[config.mk]
export PLATFORM = sky130hd
export DESIGN_NAME = event_packer_flat
export DESIGN_NICKNAME = d
export VERILOG_FILES = /design/src/rtl/daq_pkg.sv /design/src/rtl/event_packer_if.sv /design/src/rtl/next_hit_finder.sv /design/src/rtl/event_packer.sv /design/src/flat_wrapper.sv
export SDC_FILE = /design/constraint.sdc
export NUM_CORES = 2
export LEC_CHECK = 0
export BUFFER_PORTS_ARGS = -buffer_cell sky130_fd_sc_hd__buf_4
export CORE_AREA = 2 2 442 444
export CTS_CLUSTER_DIAMETER = 60
export CTS_CLUSTER_SIZE = 14
export DETAILED_ROUTE_END_ITERATION = 7
export DIE_AREA = 0 0 444 446
export HOLD_SLACK_MARGIN = 0.1
export SLEW_MARGIN = 40
export SYNTH_ARGS = -nofsm -noshare
export SYNTH_HDL_FRONTEND = slang
export SYNTH_HIERARCHICAL = 1
export SYNTH_SLANG_ARGS = --single-unit
[constraint.sdc]
create_clock -name clk -period 4.9 [get_ports clk]
set_input_delay 0 -clock clk [delete_from_list [all_inputs] [get_ports clk]]
set_output_delay 0 -clock clk [all_outputs]
set_load 0.05 [all_outputs]
[src/rtl/daq_pkg.sv]
// Shared constants and types for the event readout path.
package daq_pkg;

  localparam int unsigned N_CH      = 16;
  localparam int unsigned SAMPLE_W  = 64;
  localparam int unsigned TS_W      = 32;
  localparam int unsigned IDX_W     = $clog2(N_CH);
  localparam logic [15:0] HDR_MAGIC = 16'hA5A5;

  typedef enum logic [2:0] {
    IDLE,
    HEADER,
    TSTAMP,
    DATA,
    ACK,
    RELEASE
  } state_t;

  typedef logic [N_CH-1:0][SAMPLE_W-1:0] event_t;

  // Header word layout, MSB first.
  typedef struct packed {
    logic [15:0] magic;
    logic [15:0] hit_mask;
    logic [31:0] event_id;
  } hdr_t;

  // One bit per channel: set when the channel word is nonzero.
  function automatic logic [N_CH-1:0] hit_mask_of(input event_t ev);
    logic [N_CH-1:0] m;
    m = '0;
    for (int unsigned c = 0; c < N_CH; c++) begin
      m[IDX_W'(c)] = |ev[IDX_W'(c)];
    end
    return m;
  endfunction

endpackage

[src/rtl/event_packer_if.sv]
// Sampler handoff plus outgoing AXI-Stream, as seen by the packer (master)
// and by whatever sits on the far side (slave).
interface event_packer_if;
  import daq_pkg::*;

  logic                evento_valid;
  event_t              evento;
  logic                event_saved;
  logic [SAMPLE_W-1:0] m_tdata;
  logic                m_tvalid;
  logic                m_tready;
  logic                m_tlast;

  modport master (
    input  evento_valid, evento, m_tready,
    output event_saved, m_tdata, m_tvalid, m_tlast
  );

  modport slave (
    output evento_valid, evento, m_tready,
    input  event_saved, m_tdata, m_tvalid, m_tlast
  );

endinterface

[src/rtl/next_hit_finder.sv]
// Combinational search for the lowest set bit of mask at or above start.
// none_left is raised when no such bit exists (including start >= N_CH).
module next_hit_finder
  import daq_pkg::*;
(
  input  logic [N_CH-1:0]  mask,
  input  logic [IDX_W:0]   start,
  output logic [IDX_W-1:0] next_idx,
  output logic             none_left
);

  logic found;

  // Priority scan from channel 0 upward; first qualifying bit wins.
  always_comb begin
    found    = 1'b0;
    next_idx = '0;
    for (int unsigned c = 0; c < N_CH; c++) begin
      if (!found && mask[IDX_W'(c)] && ((IDX_W+1)'(c) >= start)) begin
        found    = 1'b1;
        next_idx = IDX_W'(c);
      end
    end
    none_left = ~found;
  end

endmodule

[src/rtl/event_packer.sv]
// Serialises a latched 16x64 event snapshot into a framed AXI-Stream:
// header, timestamp, then channel words. Returns event_saved to the sampler
// once the last beat has been accepted.
// Build option: EVENT_PACKER_ZERO_SUPPRESS_EN sends only nonzero channels.
// Without it the channel search runs over an all-ones mask, so every channel
// is sent in order.
module event_packer
  import daq_pkg::*;
(
  input  logic           clk,
  input  logic           reset,
  event_packer_if.master bus,
  output logic           busy,
  output logic [31:0]    event_count
);

  state_t              state, state_d;
  logic [TS_W-1:0]     ts_cnt, ts_lat;
  event_t              snap;
  logic [IDX_W-1:0]    cur_idx, cur_idx_d;
  logic [N_CH-1:0]     cap_mask, find_mask;
  logic [IDX_W:0]      find_start;
  logic [IDX_W-1:0]    found_idx;
  logic                none_left;
  hdr_t                hdr_w;
  logic                fire, capture;
  logic [SAMPLE_W-1:0] tdata_d;
  logic                tvalid_d, tlast_d, saved_d, busy_d;
  logic [31:0]         count_d;

`ifdef EVENT_PACKER_ZERO_SUPPRESS_EN
  logic [N_CH-1:0] hit_mask_q;

  // Hit mask of the frame in flight drives the channel search.
  always_ff @(posedge clk) begin
    if (reset)        hit_mask_q <= '0;
    else if (capture) hit_mask_q <= cap_mask;
  end

  assign find_mask = hit_mask_q;
`else
  assign find_mask = '1;
`endif

  assign fire     = bus.m_tvalid & bus.m_tready;
  assign cap_mask = hit_mask_of(bus.evento);
  assign hdr_w    = '{magic: HDR_MAGIC, hit_mask: cap_mask, event_id: event_count};

  // The header beat looks for the first channel; later beats look past the
  // channel currently being loaded.
  assign find_start = (state == HEADER) ? '0
                    : (IDX_W+1)'(cur_idx) + (IDX_W+1)'(1);

  next_hit_finder u_finder (
    .mask      (find_mask),
    .start     (find_start),
    .next_idx  (found_idx),
    .none_left (none_left)
  );

  // State register.
  always_ff @(posedge clk) begin
    if (reset) state <= IDLE;
    else       state <= state_d;
  end

  // Next-state logic.
  always_comb begin
    state_d = state;
    case (state)
      IDLE:         if (bus.evento_valid) state_d = HEADER;
      HEADER:       if (fire) state_d = TSTAMP;
      TSTAMP, DATA: if (fire) state_d = bus.m_tlast ? ACK : DATA;
      ACK:          state_d = RELEASE;
      RELEASE:      if (!bus.evento_valid) state_d = IDLE;
      default:      state_d = IDLE;
    endcase
  end

  // Next values for the registered outputs and the channel pointer.
  // Each transfer loads the following word so the stream has no bubbles.
  always_comb begin
    tdata_d   = bus.m_tdata;
    tvalid_d  = bus.m_tvalid;
    tlast_d   = bus.m_tlast;
    saved_d   = 1'b0;
    count_d   = event_count;
    cur_idx_d = cur_idx;
    capture   = 1'b0;
    case (state)
      IDLE: begin
        if (bus.evento_valid) begin
          capture  = 1'b1;
          tdata_d  = hdr_w;
          tvalid_d = 1'b1;
          tlast_d  = 1'b0;
        end
      end
      HEADER: begin
        if (fire) begin
          tdata_d   = SAMPLE_W'(ts_lat);
          tlast_d   = none_left;
          cur_idx_d = found_idx;
        end
      end
      TSTAMP, DATA: begin
        if (fire) begin
          if (bus.m_tlast) begin
            tvalid_d = 1'b0;
            tlast_d  = 1'b0;
            saved_d  = 1'b1;
            count_d  = event_count + 32'd1;
          end else begin
            tdata_d   = snap[cur_idx];
            tlast_d   = none_left;
            cur_idx_d = found_idx;
          end
        end
      end
      default: ;
    endcase
    busy_d = (state_d != IDLE);
  end

  // Output, snapshot and timestamp registers.
  always_ff @(posedge clk) begin
    if (reset) begin
      ts_cnt          <= '0;
      ts_lat          <= '0;
      snap            <= '0;
      cur_idx         <= '0;
      bus.m_tdata     <= '0;
      bus.m_tvalid    <= 1'b0;
      bus.m_tlast     <= 1'b0;
      bus.event_saved <= 1'b0;
      event_count     <= '0;
      busy            <= 1'b0;
    end else begin
      ts_cnt <= ts_cnt + TS_W'(1);
      if (capture) begin
        snap   <= bus.evento;
        ts_lat <= ts_cnt;
      end
      cur_idx         <= cur_idx_d;
      bus.m_tdata     <= tdata_d;
      bus.m_tvalid    <= tvalid_d;
      bus.m_tlast     <= tlast_d;
      bus.event_saved <= saved_d;
      event_count     <= count_d;
      busy            <= busy_d;
    end
  end

endmodule

[src/flat_wrapper.sv]
// flat-port wrapper written by rule: the top's interface ports become plain ports
module event_packer_flat import daq_pkg::*;
  (clk, reset, busy, event_count, bus_evento_valid, bus_evento, bus_m_tready, bus_event_saved, bus_m_tdata, bus_m_tvalid, bus_m_tlast);
  event_packer_if bus_i ();
  input  logic clk;
  input  logic reset;
  output logic busy;
  output logic [31:0] event_count;
  input wire logic [$bits(bus_i.evento_valid)-1:0] bus_evento_valid;
  input wire logic [$bits(bus_i.evento)-1:0] bus_evento;
  input wire logic [$bits(bus_i.m_tready)-1:0] bus_m_tready;
  output wire logic [$bits(bus_i.event_saved)-1:0] bus_event_saved;
  output wire logic [$bits(bus_i.m_tdata)-1:0] bus_m_tdata;
  output wire logic [$bits(bus_i.m_tvalid)-1:0] bus_m_tvalid;
  output wire logic [$bits(bus_i.m_tlast)-1:0] bus_m_tlast;
  assign bus_i.evento_valid = bus_evento_valid;
  assign bus_i.evento = bus_evento;
  assign bus_i.m_tready = bus_m_tready;
  assign bus_event_saved = bus_i.event_saved;
  assign bus_m_tdata = bus_i.m_tdata;
  assign bus_m_tvalid = bus_i.m_tvalid;
  assign bus_m_tlast = bus_i.m_tlast;
  event_packer u_core (.clk(clk), .reset(reset), .bus(bus_i), .busy(busy), .event_count(event_count));
endmodule
==> metrics.md, run 1 <==
| Metric | Value |
|---|---|
| H-tree depth | 3 |
| Port-buffer cells | 1127 |
| IO Count | 1128 |
| Clock Sink Count | 1195 |
| Async set-or-reset flop fraction in the synthesized netlist | 0 |
| DP Cell Count | 9583 |
| Synth cell count leaders | 2237 x nand2_1, 1195 x dfxtp_1, 1098 x a21oi_1 |
| FF+latch count, synth | 1195 |
| Sequential share of the synthesized area | 0.458 |
| Row count | 162 |
| Synth area leaders | dfxtp_1 46%, nand2_1 16%, a21oi_1 11% |
| Post-synth top area share | 0.458 |
| Error | [ERROR RSZ-0060] Max buffer count reached. |
| Ys flop type | dfxtp_1 |
| Initial Util | 0.270 |
| Post-Synthesis Cells | 6287 |
| Hold-fix buffers, CTS | 1955 |
| Post-synth cell types | 73 |
| Stop stage | 4_1_cts |
| Top-count cell post-synth | nand2_1 |
| Outcome | did not finish |
| CTS max path bufs | 3 |
| Clock Tree Root | clkbuf_16 |
| Number of synthesized flops with an enable pin | 0 |
| Final HPWL DP | 278000 um |
| Die W | 444 um |
| Synthesized cell area | 52200 um^2 |
| Post-cts resize count | 0 |
| Die H | 446 um |
| Total CTS buffers | 116 |
| Most area-hungry cell type in the Yosys netlist | dfxtp_1 |
| Postcts setup bufs | 0 |
| Syn Area/Cell | 8.31 um^2 |
| YS warnings | 6 |
| RD Place Congestion | 1.03 |
==> through the flow <==
stage | setup slack [ns] | hold WS (ns) | instance area (um^2) | utilization
after floorplan | 1.94 | 0.136 | 52400 | -
after global placement | 1.07 | 0.258 | 62800 | 0.325
after detailed placement | 1.20 | 0.269 | 63100 | 0.326
==> logic make-up after synthesis <==
group	Yosys count	synth area share
fa+ha+maj	3	0.000719
buf+inv	508	0.0410
simple gates	2815	0.226
other cells	1	0.0000718
mux	344	0.124
flops	1195	0.458
compound gates	1366	0.141
xor+xnor	55	0.00922
==> run 2: changes to the inputs <==
--- a/config.mk
+++ b/config.mk
@@ -6,12 +6,10 @@
 export NUM_CORES = 2
 export LEC_CHECK = 0
 export BUFFER_PORTS_ARGS = -buffer_cell sky130_fd_sc_hd__buf_4
-export CORE_AREA = 2 2 442 444
-export CTS_CLUSTER_DIAMETER = 60
-export CTS_CLUSTER_SIZE = 14
+export CORE_AREA = 2 2 439 441
 export DETAILED_ROUTE_END_ITERATION = 7
-export DIE_AREA = 0 0 444 446
-export HOLD_SLACK_MARGIN = 0.1
+export DIE_AREA = 0 0 441 443
+export PLACE_DENSITY_LB_ADDON = 0.15
 export SLEW_MARGIN = 40
 export SYNTH_ARGS = -nofsm -noshare
 export SYNTH_HDL_FRONTEND = slang
==> metrics.md, run 2 <==
| Metric | Value |
|---|---|
| DRC Markers | 0 |
| Clock Tree Root | clkbuf_16 |
| Outcome | finished clean |
| Post-cts resize count | 0 |
| Total CTS buffers | 142 |
| Synthesized cell area | 52200 um^2 |
| DP Cell Count | 9565 |
| Via count | 58300 |
| Top-count cell post-synth | nand2_1 |
| Register area | 23900 um^2 |
| Pleak | 30.7 nW |
| Biggest register | u_core/snap |
| Final Hold Viols | 0 |
| Initial drt markers | 6074 |
| FILL cells | 19100 |
| Port-buffer cells | 1127 |
| Max reg flops | 1024 |
| Synth cell count leaders | 2237 x nand2_1, 1195 x dfxtp_1, 1098 x a21oi_1 |
| Fraction of the mapped netlist area in compound gates | 0.141 |
| Post-Synthesis Cells | 6287 |
| Crit-path max FO | 163 |
| Die W | 441 um |
| Number of global-route vias before repair | 58500 |
| Hold crit path type | in -> reg |
| Row count | 161 |
| Max Clk Rate | 305 MHz |
| CTS max path bufs | 3 |
| Switching pwr | 0.00788 W |
| Worst Max-Slew Pin Slew | 0.962 ns |
| Share of layout cells above drive strength 1 | 0.202 |
| Most frequent cells in the layout | 2236 x nand2_1, 1303 x dlygate4sd3_1, 1191 x dfxtp_1, 1162 x buf_4, 1098 x a21oi_1 |
| Rel. slew slack | 0.353 |
| Post-synth cell types | 73 |
| Post-synth top area share | 0.458 |
| Total GRT Usage | 0.329 |
| Die H | 443 um |
| Critical Path Start Type | flop |
| Area after DPL | 63100 um^2 |
| Total chip power | 0.0267 W |
| Clock power frac | 0.413 |
| Multi-input combinational cell area | 26700 um^2 |
| Post-Synth Simple-Gate Area | 0.226 |
| Combinational Power Share | 0.183 |
| Syn Area/Cell | 8.31 um^2 |
| Internal power | 0.0188 W |
| Final min period | 3.28 ns |
| Sequential share of the synthesized area | 0.458 |
| Regs by FF count | u_core/snap (1024), u_core/bus.m_tdata (64) |
| Most area-hungry cell type in the Yosys netlist | dfxtp_1 |
| CP arrival | 4.00 ns |
| Worst-path clk slew | 0.07 ns |
| Clock Skew | 0.0294 ns |
| Ys flop type | dfxtp_1 |
| Total detailed-routing wirelength | 332000 um |
| Slowest cell on the critical path | dfxtp_1 |
| Initial Util | 0.273 |
| Final setup fails | 0 |
| Power density over the cells | 329 nW/um^2 |
| Initial antenna violation count | 64 |
| Vias per cell | 5.23 |
| Area of the die | 195000 um^2 |
| H-tree depth | 4 |
| Final Cycle Share | 0.669 |
| Clock Sink Count | 1195 |
| YS warnings | 6 |
| Xor/xnor share of the synthesized area | 0.00922 |
| Mux contribution to synthesized area | 0.124 |
| Largest net degree at the start of global routing | 190 |
| Most common cell after layout, fill and taps aside | nand2_1 |
| Async set-or-reset flop fraction in the synthesized netlist | 0 |
| CTS tree | built |
| Clock Latency Late Sink | 0.81 ns |
| First-pass GRT wire length | 453000 um |
| Worst EP required | 5.62 ns |
| Setup TNS Final | 0 ns |
| Adder-cell share of the synthesized area | 0.000718 |
| WS Path Type | reg -> reg |
| CP Capture Type | flop |
| Final HPWL DP | 258000 um |
| GR Overflow Total | 0 |
| Final Cell Area | 81100 um^2 |
| Cell Chain, Critical Path | nor3_1 > nand2_8 > buf_12 > nand2_1 > a21oi_1 > dlygate4sd3_1 |
| RD Place Congestion | 0.973 |
| IO Count | 1128 |
| RSZ-0062 raised after global routing | no |
| Pre-antenna DRT Iters | 6 |
| Main combinational cell family by area after synthesis | simple AND/OR/NAND/NOR gates |
| Core Box Area | 191000 um^2 |
| DR WL/cell | 29.8 um |
| CP peak stage delay | 0.81 ns |
| Postcts setup bufs | 0 |
| Peak supply drop | 0.284 mV |
| Post-Layout Cell Count | 11200 |
| Final Max Slew Viols | 0 |
| Synth area leaders | dfxtp_1 46%, nand2_1 16%, a21oi_1 11% |
| P&R area growth vs syn | 55.3% |
| Max-cap violation count | 0 |
| Worst path buffer plus inverter count | 2 |
| Fin nets | 9519 |
| Sw Share | 0.295 |
| Reg power frac | 0.404 |
| Number of synthesized flops with an enable pin | 0 |
| Post-route ant nets | 0 |
| Family with the most delay on the worst path | buffers and inverters |
| FF+latch count, synth | 1195 |
[run 2: cell counts after synthesis]
Identical to the previous run, type by type.
[run 2: worst min-delay path: cells and delay by family]
family	cells	cell delay (ns)
AO/OA/AOI/OAI	1	0.05
AND/OR/NAND/NOR	1	0.06
buffers and inverters	2	0.68
[run 2: cell families (layout without fill, tap and decap cells)]
group / Yosys count / in the layout
buffers and inverters: 508 / 2768
muxes: 344 / 344
adders and majority gates: 3 / 3
xor gates and xnor gates: 55 / 55
DFF: 1195 / 1195
and+or+nand+nor: 2815 / 2815
AOI/OAI and AO/OA: 1366 / 1366
other: 1 / 84
[run 2: final timing paths]
check / startpoint / end / slack, ns / cells after the start
min: bus_evento[242] / u_core/snap[242]$_SDFFE_PP0P_ / 0.03 / 4
max: u_core/state[1]$_SDFF_PP0_ / u_core/snap[92]$_SDFFE_PP0P_ / 1.62 / 6
max reg2reg: u_core/state[1]$_SDFF_PP0_ / u_core/snap[92]$_SDFFE_PP0P_ / 1.62 / 6
min reg2reg: u_core/snap[155]$_SDFFE_PP0P_ / u_core/snap[155]$_SDFFE_PP0P_ / 0.45 / 2
[run 2: cell type report]
class / count / area share
Multi-Input combinational cell: 4631 / 0.329
Sequential cell: 1195 / 0.295
Timing Repair Buffer: 2501 / 0.276
Clock buffer: 211 / 0.0518
Tap cell: 2526 / 0.0389
Clock inverter: 39 / 0.00742
Antenna cell: 36 / 0.00111
Inverter: 17 / 0.000786
[run 2: timing repair]
item                                    in CTS  in global routing
hold buffers                              1303                  0
endpoints found under the setup margin       0                  0
endpoints found under the hold margin     1085                  0
[run 2: power groups by stage]
stage / clock [W] / combinational [W] / sequential, W
2_1_floorplan: 0 / 0.00169 / 0.0109
3_3_place_gp: 0 / 0.00390 / 0.0110
3_5_place_dp: 0 / 0.00393 / 0.0110
4_1_cts: 0.0112 / 0.00482 / 0.0108
5_1_grt: 0.0116 / 0.00512 / 0.0108
6_report: 0.0110 / 0.00489 / 0.0108
[run 2: metal layers]
| metal | up-vias | track usage | routed length (um) |
|---|---|---|---|
| met3 | 816 | 0.0678 | 23100 |
| met5 | - | 0 | 173 |
| li1 | 26300 | - | - |
| met2 | 2569 | 0.529 | 153000 |
| met1 | 28600 | 0.389 | 127000 |
| met4 | 26 | 0.232 | 27900 |
[run 2: stage by stage]
stage	utilization	hold WS (ns)	worst slack (ns)
floorplan	-	0.136	1.94
global placement	0.329	0.259	1.43
detailed placement	0.330	0.266	1.70
CTS	0.424	0.0000659	1.69
global route	0.424	0.0198	1.42
finish	0.424	0.0321	1.62
No activity file was read; power rests on OpenSTA's default activity.
